## config.mk

```make
export PLATFORM = sky130hd
export DESIGN_NAME = evm_session_controller_flat
export DESIGN_NICKNAME = d
export VERILOG_FILES = /design/src/rtl/evm_pkg.sv /design/src/rtl/evm_session_controller_if.sv /design/src/rtl/evm_vote_validator.sv /design/src/rtl/evm_session_controller.sv /design/src/flat_wrapper.sv
export SDC_FILE = /design/constraint.sdc
export NUM_CORES = 1
export LEC_CHECK = 0
export BUFFER_PORTS_ARGS = -buffer_cell sky130_fd_sc_hd__buf_4
export CORE_MARGIN = 5
export CORE_UTILIZATION = 35
export CTS_CLUSTER_SIZE = 16
export DETAILED_ROUTE_END_ITERATION = 7
export PLACE_DENSITY = 0.66
export SYNTH_ARGS = -nofsm -noshare
export SYNTH_HDL_FRONTEND = slang
export SYNTH_SLANG_ARGS = --single-unit
```

## constraint.sdc

```tcl
create_clock -name clk -period 1.9 [get_ports clk]
set_input_delay 0.19 -clock clk [delete_from_list [all_inputs] [get_ports clk]]
set_output_delay 0.19 -clock clk [all_outputs]
set_load 0.01 [all_outputs]
```

## src/rtl/evm_pkg.sv

```systemverilog
// Shared definitions for the voting session controller and its helpers:
// FSM state encoding, reject reason codes and default poll sizes.
package evm_pkg;

  localparam int DEF_NUM_CANDIDATES = 3;
  localparam int DEF_NUM_VOTERS     = 4;

  localparam logic [2:0] REJ_NONE     = 3'd0;
  localparam logic [2:0] REJ_CLOSED   = 3'd1;
  localparam logic [2:0] REJ_VOTER    = 3'd2;
  localparam logic [2:0] REJ_CAND     = 3'd3;
  localparam logic [2:0] REJ_DUP      = 3'd4;
  localparam logic [2:0] REJ_TIMEOUT  = 3'd5;

  typedef enum logic [2:0] {
    ST_IDLE,
    ST_OPEN,
    ST_CHECK,
    ST_CAST,
    ST_CONFIRM,
    ST_RESP,
    ST_CLOSED
  } state_t;

endpackage

```

## src/rtl/evm_session_controller_if.sv

```systemverilog
// Bundle of poll control, vote request handshake and memory-side signals
// shared between the session controller and whoever drives it.
interface evm_session_controller_if #(
  parameter int ID_W       = 4,
  parameter int NUM_VOTERS = 4,
  parameter int CNT_W      = 4
);

  logic                  poll_open;
  logic                  poll_close;
  logic                  vote_req;
  logic [ID_W-1:0]       voter_id;
  logic [ID_W-1:0]       candidate_number;
  logic [NUM_VOTERS-1:0] voter_status;
  logic [ID_W-1:0]       mem_voter_id;
  logic [ID_W-1:0]       mem_candidate;
  logic                  vote_cast;
  logic                  vote_ack;
  logic                  vote_reject;
  logic [2:0]            reject_code;
  logic                  busy;
  logic                  poll_active;
  logic                  results_valid;
  logic [CNT_W-1:0]      total_votes;

  modport master (
    output poll_open, poll_close, vote_req, voter_id, candidate_number, voter_status,
    input  mem_voter_id, mem_candidate, vote_cast, vote_ack, vote_reject,
           reject_code, busy, poll_active, results_valid, total_votes
  );

  modport slave (
    input  poll_open, poll_close, vote_req, voter_id, candidate_number, voter_status,
    output mem_voter_id, mem_candidate, vote_cast, vote_ack, vote_reject,
           reject_code, busy, poll_active, results_valid, total_votes
  );

endinterface

```

## src/rtl/evm_vote_validator.sv

```systemverilog
// Combinational ballot check: voter ID range, candidate range and the
// "already voted" flag, in that priority. The status vector is only ever
// read through an equality scan, so an out-of-range ID never indexes it.
module evm_vote_validator
  import evm_pkg::*;
#(
  parameter int NUM_CANDIDATES = DEF_NUM_CANDIDATES,
  parameter int NUM_VOTERS     = DEF_NUM_VOTERS,
  parameter int ID_W           = 4
) (
  input  logic [ID_W-1:0]       i_voterId,
  input  logic [ID_W-1:0]       i_candidate,
  input  logic [NUM_VOTERS-1:0] i_voterStatus,
  output logic                  o_ok,
  output logic [2:0]            o_rejectCode,
  output logic                  o_alreadyVoted
);

  logic [31:0] w_idExt;
  logic [31:0] w_candExt;
  logic        w_idOk;
  logic        w_candOk;
  logic        w_statusBit;

  // Range checks and a safe lookup of the selected voter's status flag
  always_comb begin
    w_idExt     = {{(32-ID_W){1'b0}}, i_voterId};
    w_candExt   = {{(32-ID_W){1'b0}}, i_candidate};
    w_idOk      = (w_idExt < 32'(NUM_VOTERS));
    w_candOk    = (w_candExt < 32'(NUM_CANDIDATES));
    w_statusBit = 1'b0;
    for (int i = 0; i < NUM_VOTERS; i++) begin
      if (w_idExt == 32'(i)) begin
        w_statusBit = i_voterStatus[i];
      end
    end
  end

  // Prioritised reason code; ok only when every check passes
  always_comb begin
    o_ok           = 1'b0;
    o_rejectCode   = REJ_NONE;
    o_alreadyVoted = w_idOk & w_statusBit;
    if (!w_idOk) begin
      o_rejectCode = REJ_VOTER;
    end else if (!w_candOk) begin
      o_rejectCode = REJ_CAND;
    end else if (w_statusBit) begin
      o_rejectCode = REJ_DUP;
    end else begin
      o_ok = 1'b1;
    end
  end

endmodule

```

## src/rtl/evm_session_controller.sv

```systemverilog
// Front-end sequencer for the voting memory: opens/closes the poll, takes one
// vote request at a time, validates it, strobes the memory write, waits for
// the voter's status flag to confirm the write and counts accepted ballots.
// All outputs are registered and decoded from the state being entered.
module evm_session_controller
  import evm_pkg::*;
#(
  parameter int NUM_CANDIDATES  = DEF_NUM_CANDIDATES,
  parameter int NUM_VOTERS      = DEF_NUM_VOTERS,
  parameter int ID_W            = 4,
  parameter int CNT_W           = 4,
  parameter int CONFIRM_TIMEOUT = 4
) (
  input  logic                    clk,
  input  logic                    rst_n,
  evm_session_controller_if.slave bus
);

  localparam int TMO_W = $clog2(CONFIRM_TIMEOUT + 1);

  state_t             r_state;
  state_t             r_retState;
  logic               r_armed;
  logic               r_pendingClose;
  logic [TMO_W-1:0]   r_tmoCnt;
  logic [2:0]         r_rejCode;
  logic               r_isAck;
  logic [ID_W-1:0]    r_memVoterId;
  logic [ID_W-1:0]    r_memCand;
  logic               r_voteCast;
  logic               r_voteAck;
  logic               r_voteReject;
  logic [2:0]         r_rejectCode;
  logic               r_busy;
  logic               r_pollActive;
  logic               r_resultsValid;
  logic [CNT_W-1:0]   r_totalVotes;

  state_t             w_nextState;
  state_t             w_nextRet;
  logic               w_nextPendingClose;
  logic [TMO_W-1:0]   w_nextTmo;
  logic [TMO_W-1:0]   w_tmoInc;
  logic [2:0]         w_nextCode;
  logic               w_nextIsAck;
  logic               w_accept;
  logic               w_countVote;
  logic               w_valOk;
  logic [2:0]         w_valCode;
  logic               w_voted;

  // Checks always look at the latched request, which is what memory sees
  evm_vote_validator #(
    .NUM_CANDIDATES (NUM_CANDIDATES),
    .NUM_VOTERS     (NUM_VOTERS),
    .ID_W           (ID_W)
  ) u_validator (
    .i_voterId      (r_memVoterId),
    .i_candidate    (r_memCand),
    .i_voterStatus  (bus.voter_status),
    .o_ok           (w_valOk),
    .o_rejectCode   (w_valCode),
    .o_alreadyVoted (w_voted)
  );

  // Next-state logic plus the response/return bookkeeping for RESP
  always_comb begin
    w_nextState        = r_state;
    w_nextRet          = r_retState;
    w_nextPendingClose = r_pendingClose;
    w_nextTmo          = r_tmoCnt;
    w_tmoInc           = TMO_W'(r_tmoCnt + 1'b1);
    w_nextCode         = r_rejCode;
    w_nextIsAck        = r_isAck;
    w_accept           = 1'b0;
    w_countVote        = 1'b0;
    case (r_state)
      ST_IDLE: begin
        if (bus.poll_open) begin
          w_nextState = ST_OPEN;
        end else if (bus.vote_req) begin
          w_nextState = ST_RESP;
          w_nextRet   = ST_IDLE;
          w_nextCode  = REJ_CLOSED;
          w_nextIsAck = 1'b0;
        end
      end
      ST_OPEN: begin
        if (bus.vote_req && r_armed) begin
          w_accept           = 1'b1;
          w_nextState        = ST_CHECK;
          w_nextRet          = ST_OPEN;
          w_nextPendingClose = r_pendingClose | bus.poll_close;
        end else if (bus.poll_close) begin
          w_nextState = ST_CLOSED;
        end
      end
      ST_CHECK: begin
        w_nextPendingClose = r_pendingClose | bus.poll_close;
        if (!w_valOk) begin
          w_nextState = ST_RESP;
          w_nextCode  = w_valCode;
          w_nextIsAck = 1'b0;
        end else begin
          w_nextState = ST_CAST;
        end
      end
      ST_CAST: begin
        w_nextPendingClose = r_pendingClose | bus.poll_close;
        w_nextState        = ST_CONFIRM;
        w_nextTmo          = '0;
      end
      ST_CONFIRM: begin
        w_nextPendingClose = r_pendingClose | bus.poll_close;
        if (w_voted) begin
          w_nextState = ST_RESP;
          w_nextCode  = REJ_NONE;
          w_nextIsAck = 1'b1;
          w_countVote = 1'b1;
        end else if (w_tmoInc == TMO_W'(CONFIRM_TIMEOUT)) begin
          w_nextState = ST_RESP;
          w_nextCode  = REJ_TIMEOUT;
          w_nextIsAck = 1'b0;
        end else begin
          w_nextTmo = w_tmoInc;
        end
      end
      ST_RESP: begin
        if (r_retState == ST_IDLE) begin
          w_nextState = ST_IDLE;
        end else if (r_retState == ST_CLOSED || r_pendingClose || bus.poll_close) begin
          w_nextState = ST_CLOSED;
        end else begin
          w_nextState = ST_OPEN;
        end
      end
      ST_CLOSED: begin
        if (bus.vote_req) begin
          w_nextState = ST_RESP;
          w_nextRet   = ST_CLOSED;
          w_nextCode  = REJ_CLOSED;
          w_nextIsAck = 1'b0;
        end
      end
      default: begin
        w_nextState = ST_IDLE;
      end
    endcase
  end

  // State register and control flags; a held request re-arms only once dropped
  always_ff @(posedge clk) begin
    if (!rst_n) begin
      r_state        <= ST_IDLE;
      r_retState     <= ST_IDLE;
      r_armed        <= 1'b1;
      r_pendingClose <= 1'b0;
      r_tmoCnt       <= '0;
      r_rejCode      <= REJ_NONE;
      r_isAck        <= 1'b0;
    end else begin
      r_state        <= w_nextState;
      r_retState     <= w_nextRet;
      r_pendingClose <= w_nextPendingClose;
      r_tmoCnt       <= w_nextTmo;
      r_rejCode      <= w_nextCode;
      r_isAck        <= w_nextIsAck;
      if (w_accept) begin
        r_armed <= 1'b0;
      end else if (!bus.vote_req) begin
        r_armed <= 1'b1;
      end
    end
  end

  // Moore outputs registered from the state being entered
  always_ff @(posedge clk) begin
    if (!rst_n) begin
      r_voteCast     <= 1'b0;
      r_voteAck      <= 1'b0;
      r_voteReject   <= 1'b0;
      r_rejectCode   <= REJ_NONE;
      r_busy         <= 1'b0;
      r_pollActive   <= 1'b0;
      r_resultsValid <= 1'b0;
    end else begin
      r_voteCast     <= (w_nextState == ST_CAST);
      r_voteAck      <= (w_nextState == ST_RESP) && w_nextIsAck;
      r_voteReject   <= (w_nextState == ST_RESP) && !w_nextIsAck;
      r_rejectCode   <= ((w_nextState == ST_RESP) && !w_nextIsAck) ? w_nextCode : REJ_NONE;
      r_busy         <= (w_nextState == ST_CHECK) || (w_nextState == ST_CAST) ||
                        (w_nextState == ST_CONFIRM) || (w_nextState == ST_RESP);
      r_pollActive   <= (w_nextState == ST_OPEN) || (w_nextState == ST_CHECK) ||
                        (w_nextState == ST_CAST) || (w_nextState == ST_CONFIRM) ||
                        ((w_nextState == ST_RESP) && (w_nextRet == ST_OPEN));
      r_resultsValid <= (w_nextState == ST_CLOSED);
    end
  end

  // Memory-facing latch of the accepted request and the saturating ballot count
  always_ff @(posedge clk) begin
    if (!rst_n) begin
      r_memVoterId <= '0;
      r_memCand    <= '0;
      r_totalVotes <= '0;
    end else begin
      if (w_accept) begin
        r_memVoterId <= bus.voter_id;
        r_memCand    <= bus.candidate_number;
      end
      if (w_countVote && (r_totalVotes != {CNT_W{1'b1}})) begin
        r_totalVotes <= r_totalVotes + 1'b1;
      end
    end
  end

  assign bus.mem_voter_id  = r_memVoterId;
  assign bus.mem_candidate = r_memCand;
  assign bus.vote_cast     = r_voteCast;
  assign bus.vote_ack      = r_voteAck;
  assign bus.vote_reject   = r_voteReject;
  assign bus.reject_code   = r_rejectCode;
  assign bus.busy          = r_busy;
  assign bus.poll_active   = r_pollActive;
  assign bus.results_valid = r_resultsValid;
  assign bus.total_votes   = r_totalVotes;

endmodule

```

## src/flat_wrapper.sv

```systemverilog
// flat-port wrapper written by rule: the top's interface ports become plain ports
module evm_session_controller_flat import evm_pkg::*;
#(
  parameter int NUM_CANDIDATES  = DEF_NUM_CANDIDATES,
  parameter int NUM_VOTERS      = DEF_NUM_VOTERS,
  parameter int ID_W            = 4,
  parameter int CNT_W           = 4,
  parameter int CONFIRM_TIMEOUT = 4
)
  (clk, rst_n, bus_poll_open, bus_poll_close, bus_vote_req, bus_voter_id, bus_candidate_number, bus_voter_status, bus_mem_voter_id, bus_mem_candidate, bus_vote_cast, bus_vote_ack, bus_vote_reject, bus_reject_code, bus_busy, bus_poll_active, bus_results_valid, bus_total_votes);
  evm_session_controller_if #(.ID_W(ID_W), .NUM_VOTERS(NUM_VOTERS), .CNT_W(CNT_W)) bus_i ();
  input  logic clk;
  input  logic rst_n;
  input wire logic [$bits(bus_i.poll_open)-1:0] bus_poll_open;
  input wire logic [$bits(bus_i.poll_close)-1:0] bus_poll_close;
  input wire logic [$bits(bus_i.vote_req)-1:0] bus_vote_req;
  input wire logic [$bits(bus_i.voter_id)-1:0] bus_voter_id;
  input wire logic [$bits(bus_i.candidate_number)-1:0] bus_candidate_number;
  input wire logic [$bits(bus_i.voter_status)-1:0] bus_voter_status;
  output wire logic [$bits(bus_i.mem_voter_id)-1:0] bus_mem_voter_id;
  output wire logic [$bits(bus_i.mem_candidate)-1:0] bus_mem_candidate;
  output wire logic [$bits(bus_i.vote_cast)-1:0] bus_vote_cast;
  output wire logic [$bits(bus_i.vote_ack)-1:0] bus_vote_ack;
  output wire logic [$bits(bus_i.vote_reject)-1:0] bus_vote_reject;
  output wire logic [$bits(bus_i.reject_code)-1:0] bus_reject_code;
  output wire logic [$bits(bus_i.busy)-1:0] bus_busy;
  output wire logic [$bits(bus_i.poll_active)-1:0] bus_poll_active;
  output wire logic [$bits(bus_i.results_valid)-1:0] bus_results_valid;
  output wire logic [$bits(bus_i.total_votes)-1:0] bus_total_votes;
  assign bus_i.poll_open = bus_poll_open;
  assign bus_i.poll_close = bus_poll_close;
  assign bus_i.vote_req = bus_vote_req;
  assign bus_i.voter_id = bus_voter_id;
  assign bus_i.candidate_number = bus_candidate_number;
  assign bus_i.voter_status = bus_voter_status;
  assign bus_mem_voter_id = bus_i.mem_voter_id;
  assign bus_mem_candidate = bus_i.mem_candidate;
  assign bus_vote_cast = bus_i.vote_cast;
  assign bus_vote_ack = bus_i.vote_ack;
  assign bus_vote_reject = bus_i.vote_reject;
  assign bus_reject_code = bus_i.reject_code;
  assign bus_busy = bus_i.busy;
  assign bus_poll_active = bus_i.poll_active;
  assign bus_results_valid = bus_i.results_valid;
  assign bus_total_votes = bus_i.total_votes;
  evm_session_controller #(.NUM_CANDIDATES(NUM_CANDIDATES), .NUM_VOTERS(NUM_VOTERS), .ID_W(ID_W), .CNT_W(CNT_W), .CONFIRM_TIMEOUT(CONFIRM_TIMEOUT)) u_core (.clk(clk), .rst_n(rst_n), .bus(bus_i));
endmodule
```

After elaboration in Yosys (flattened, before gate mapping)

Index checks and enable logic that the tools add are counted.

Register bits: 36
Bits of input ports: 17
Output and inout bits: 21
Logic and storage cells: 118

Add/sub/neg operators: 2
$lt $le $gt $ge: 2
Eq/ne operators: 23
Mux-type cells: 48
Bitwise logic cells: 2
Reduce and logical (&&, ||, !) cells: 24

Operators with widths:

| kind                                                        | number |
|---|---|
| two-way mux 3 bit                                           | 23 |
| == test 3 bit (second input constant)                       | 8 |
| case mux 3 bit (7 select lines)                             | 1 |
| two-way mux 1 bit                                           | 19 |
| == test 3 x 2 -> 1 bit (second input constant)              | 4 |
| case mux 3 bit (4 select lines)                             | 1 |
| == test 3 x 1 -> 1 bit (second input constant)              | 3 |
| logical OR 1 bit                                            | 9 |
| case mux 3 bit (3 select lines)                             | 1 |
| == test 4 x 2 -> 1 bit (second input constant)              | 2 |
| zero test 3 bit                                             | 2 |
| case mux 3 bit (2 select lines)                             | 1 |
| logical AND 1 bit                                           | 5 |
| adder 4 x 1 -> 4 bit (second input constant)                | 1 |
| == test 4 x 1 -> 1 bit (second input constant)              | 1 |
| zero test 4 bit                                             | 1 |
| less-than comparator 4 x 2 -> 1 bit (second input constant) | 1 |
| less-than comparator 4 x 3 -> 1 bit (second input constant) | 1 |
| != test 2 x 1 -> 1 bit (second input constant)              | 2 |
| != test 2 bit (second input constant)                       | 2 |
| != test 4 bit (second input constant)                       | 1 |
| case mux 1 bit (4 select lines)                             | 1 |
| AND reduction 2 bit                                         | 2 |
| nonzero test 2 bit                                          | 2 |
| 7 further kinds                                             | 7 |

Logic depth before layout (Yosys ltp)

Depth after elaboration: 15
Depth in mapped cells: 8
Mapped depth without buffers: 8

Hierarchy

A second synthesis with hierarchy kept.

Cell total of the unflattened synthesis: 204
Area, all modules: 1,861.8 sq um

By module, submodules not included:

| module                 | times used | cells each | area each (sq um) |
|---|---|---|---|
| evm_session_controller | 1          | 196        | 1,795.5 |
| evm_vote_validator     | 1          | 8          | 66.3 |

Worst setup path before layout

OpenSTA, ideal clock, no wires.

Path kind: register to register
Start point: register u_core.r_memVoterId[0] (netlist: u_core.bus.mem_voter_id[0])
End point: register u_core.r_rejectCode[2] (netlist: u_core.bus.reject_code[2])
Library setup time: 74 ps
Arrival: 2,013 ps
Path slack: -187 ps
Cell stages (with the launch flop): 7
Buffers on the path: 0
Period minus slack after synthesis: 2,087 ps
Cells stage by stage: dfxtp_1 mux4_2 nor4b_1 or3_4 a21o_1 or4_4 a31oi_2

Longest elaborated chain between the ends: 13
Elaborated cells on any way between the ends: 29
Those cells by class: order compare: 1; eq/ne: 4; mux: 19; bitwise: 1; reduce/logical: 4

RTL lines:

| item                                                                               | RTL line                      | source |
|---|---|---|
| from (decl)                                                                        | evm_session_controller.sv:28  | `logic [ID_W-1:0] r_memVoterId;` |
| from (signal assigned)                                                             | evm_session_controller.sv:208 | `r_memVoterId <= bus.voter_id;` |
| zero test 4 bit                                                                    | evm_vote_validator.sv:33      | `if (w_idExt == 32'(i)) begin` |
| two-way mux 1 bit (4 in series)                                                    | evm_vote_validator.sv:33      |  |
| two-way mux 1 bit                                                                  | evm_vote_validator.sv:48      | `end else if (w_statusBit) begin` |
| two-way mux 1 bit                                                                  | evm_vote_validator.sv:46      | `end else if (!w_candOk) begin` |
| two-way mux 1 bit                                                                  | evm_vote_validator.sv:44      | `if (!w_idOk) begin` |
| two-way mux 3 bit or two-way mux 1 bit (tied branches)                             | evm_session_controller.sv:100 | `if (!w_valOk) begin` |
| case mux 3 bit (7 select lines) or case mux 1 bit (4 select lines) (tied branches) | evm_session_controller.sv:77  | `case (r_state)` |
| == test 3 bit or zero test 1 bit (tied branches)                                   | evm_session_controller.sv:190 | `r_rejectCode <= ((w_nextState == ST_RESP) && !w_nextIsAck) ? w_nextCode : REJ_NONE;` |
| logical AND 1 bit                                                                  | evm_session_controller.sv:190 |  |
| AND reduction 2 bit (no line)                                                      | -                             |  |
| to (signal assigned)                                                               | evm_session_controller.sv:190 |  |
| to (decl)                                                                          | evm_session_controller.sv:33  | `logic [2:0] r_rejectCode;` |

Several ways; a longest one is shown, not always the timed one.
A chain may end at the register's enable or synchronous reset.

Final worst setup path

Start point: register u_core.r_state[1]
End point: register u_core.r_rejectCode[2] (netlist: u_core.bus.reject_code[2])

Longest elaborated chain between the ends: 6
Elaborated cells on any way between the ends: 20
Those cells by class: eq/ne: 7; mux: 9; reduce/logical: 4

RTL lines:

| item                                        | RTL line                                                                                  | source |
|---|---|---|
| from (decl)                                 | evm_session_controller.sv:21                                                              | `state_t r_state;` |
| from (signal assigned)                      | evm_session_controller.sv:162                                                             | `r_state <= w_nextState;` |
| two-way mux 3 bit, on equally long branches | -                                                                                         |  |
| two-way mux 3 bit, on equally long branches | evm_session_controller.sv:115, evm_session_controller.sv:79, evm_session_controller.sv:89 |  |
| case mux 3 bit (7 select lines)             | evm_session_controller.sv:77                                                              |  |
| == test 3 bit                               | evm_session_controller.sv:190                                                             |  |
| logical AND 1 bit                           | evm_session_controller.sv:190                                                             |  |
| AND reduction 2 bit (no line)               | -                                                                                         |  |

Several ways; a longest one is shown, not always the timed one.

==> run metrics <==
WP data required 2120 ps; status finished, violations left; Die Wd 80.0 um; fin crit share 1.07; hold path depth 2; Net Switching 775 uW; grt ovf 0; power share of the clock group 0.269; row cnt 25; 1st-pass router iterations 4; max-slew violation count 0; placed inst area approximately 2500 um2; Tot Pwr 2.50 mW; register bit total from synthesis 36; Port Buffers 37; Mapped Nets 228; Starting Density 0.363; Synth-to-Final Area Change 58.5%; die span in y 80.0 um; vias in the first global route 1858; GRT Total Usage 0.164; area occupied by multi-input gates ~1100 um2; # IOs 38; Filler Cell Count 439; syn avg cell area ~8.2 um2; Worst EP arrival ~2300 ps; RD Place Congestion around 0.9; first-pass GRT wire length 8360 um; share of cells above drive strength 1 0.463; synth warn 0; ranking of synthesized cells by area dfxtp_1, a21oi_1, nor2_1; post-route cell area 2720 um2; Ant. Diodes 0; CTS tree yes; CP Cell Sequence nor2b_4 -> a221o_1 -> or3_4 -> a21o_1 -> or4_4 -> a31oi_2; combinational power share 0.378; CP max stage delay ~450 ps; design internal power about 1.7 mW; Synth area leader dfxtp_1; drt drc 0; Peak VDD IR between 0.6 and 0.7 mV; fmax 492 MHz; Net count, final 319; Crit Path Category reg2reg; WL/cell ~13 um; Worst-path clk slew ~90 ps; worst hold path class in2reg; vias per cell 5.04; number of synthesized flops with an enable pin 0; Max Clock Skew 15.9 ps; CTS Hold Bufs 0; Main synth FF type dfxtp_1; minimum clock period 2030 ps; clk sinks 36; core footprint 4720 um2; initial antenna violation count 0; setup ws final -134 ps; max-cap viol count 0; clk_lat worst skew around 300 ps; crit path capture type flop; final setup violation count 4; DRT Wirelength 4940 um; pwr dens 922 nW/um2; storage element area approximately 730 um2; cell leakage power 1.20 nW; Startpoint Class flop; Yosys top cell area share 0.421; Flop pwr share 0.353; H-tree Lvls 2; CTS buffer count 5; violated checks setup timing; R2R depth 6; Post-Synthesis Cells approximately 210; switching part of the total 0.309; post-detail-place hpwl 3720 um; DR vias 1851; unrepaired setup endpoints after global routing yes; Worst Max-Slew Pin Slew 388 ps; Slew HR 0.735; Initial DRC Count 64; root buffer cell clkbuf_8; crit-path max FO 7; Post-synth ARST share 0; largest net degree at the start of global routing 15; sequential area share after synthesis 0.421; Die Footprint approximately 6400 um2; Final ANT Viol Nets 0; post-synth cell types 50; synthesized cell area 1710 um2; Clock Path Buffers 2; Slowest-stage cell, CP or4_4; final number of hold-violating endpoints 0
-- stage by stage --
| step | setup slack [ps] | TNS (ps) | utilization | cells | hold slack [ps] |
|---|---|---|---|---|---|
| detailed placement | -163 | -511 | 0.522 | 355 | 423 |
| finish | -134 | -357 | 0.575 | 367 | 123 |
| floorplan | -73.5 | -104 | - | 208 | 274 |
| global placement | -140 | -400 | 0.522 | 355 | 417 |
| CTS | -137 | -659 | 0.559 | 366 | 113 |
| global route | -189 | -1120 | 0.575 | 367 | 130 |
-- cells by family after synthesis --
logic type | count (synthesis) | share of synthesized area
fa+ha+maj | 3 | 0.0219
xor+xnor | 1 | 0.00511
compound gates | 56 | 0.203
mux | 4 | 0.0307
simple gates | 93 | 0.280
flops | 36 | 0.421
buf+inv | 15 | 0.0387
-- per-layer routing --
metal	global-route usage	share of wire	vias to the layer above
li1	-	-	928
met1	0.203	0.46	873
met2	0.266	0.48	42
met3	0.0361	0.045	8
met4	0.0811	0.017	0
met5	0	0	-
-- cells in the final DEF (no fill, tap or decap), types with 4 or more instances in the layout --
cell type  synthesis  final
o21ai_0           14     12
nor3_1             6      4
dfxtp_2            0      4
nand2_1           21     20
dfxtp_1           36     30
nor2_1            27     26
inv_1              5      5
buf_6              0      4
nand3_1            5      5
a21oi_1           23     22
buf_4              2     89
clkbuf_8           0      5
-- power groups by stage --
| stage | Sequential, mW | Clock [mW] | Combinational, mW |
|---|---|---|---|
| detailed placement | 0.896 | 0 | 0.842 |
| floorplan | 0.907 | 0 | 0.416 |
| global placement | 0.895 | 0 | 0.836 |
| global route | 0.895 | 0.733 | 1.03 |
| CTS | 0.881 | 0.698 | 0.885 |
| finish | 0.885 | 0.673 | 0.946 |
-- worst max-delay path, delay by kind of cell (launching register included) --
kind	cells	cell delay [ps]
simple gates	3	920
flops	1	380
compound gates	3	660
-- synth_stat cells, types with 2 or more instances --
| cell | number |
|---|---|
| a21o_1 | 2 |
| a21oi_1 | 23 |
| and2_1 | 3 |
| and3_1 | 2 |
| buf_2 | 2 |
| buf_4 | 2 |
| clkbuf_1 | 5 |
| dfxtp_1 | 36 |
| ha_1 | 3 |
| inv_1 | 5 |
| mux2i_1 | 3 |
| nand2_1 | 21 |
| nand2b_1 | 4 |
| nand3_1 | 5 |
| nand3b_1 | 3 |
| nand4_1 | 2 |
| nor2_1 | 27 |
| nor2b_1 | 3 |
| nor3_1 | 6 |
| nor3b_1 | 2 |
| nor4b_1 | 3 |
| o211ai_1 | 2 |
| o21ai_0 | 14 |
| or2_2 | 2 |
| or3_1 | 3 |
-- flip-flops by register name, indices dropped and copies added, names as in the netlist, 3 cells and up --
signal and flops:
u_core.bus.mem_candidate 4, u_core.bus.mem_voter_id 4, u_core.bus.total_votes 4, u_core.bus.reject_code 3
u_core.r_rejCode 3, u_core.r_retState 3, u_core.r_state 3, u_core.r_tmoCnt 3
-- cell type report --
cell class                 instances  area share
clock buffer                       5      0.0253
clock inverter                     3      0.0157
inverter                           6     0.00829
multi-input combinational        157       0.387
sequential                        36       0.270
tap                               67      0.0309
timing repair buffer              93       0.263
-- final timing paths --
kind	startpoint	end	slack [ps]
min	bus_vote_req	u_core.r_armed	120
max reg2reg	u_core.r_state[1]	u_core.bus.reject_code[2]	-130
min reg2reg	u_core.r_tmoCnt[1]	u_core.r_tmoCnt[1]	490
max	u_core.r_state[1]	u_core.bus.reject_code[2]	-130
-- what timing repair did --
action,in CTS,in global routing
pin swaps,5,9
setup buffers,4,1
gates resized for setup,12,21
endpoints found under the setup margin,9,18
Note: power is estimated with default switching activity, not from simulation.
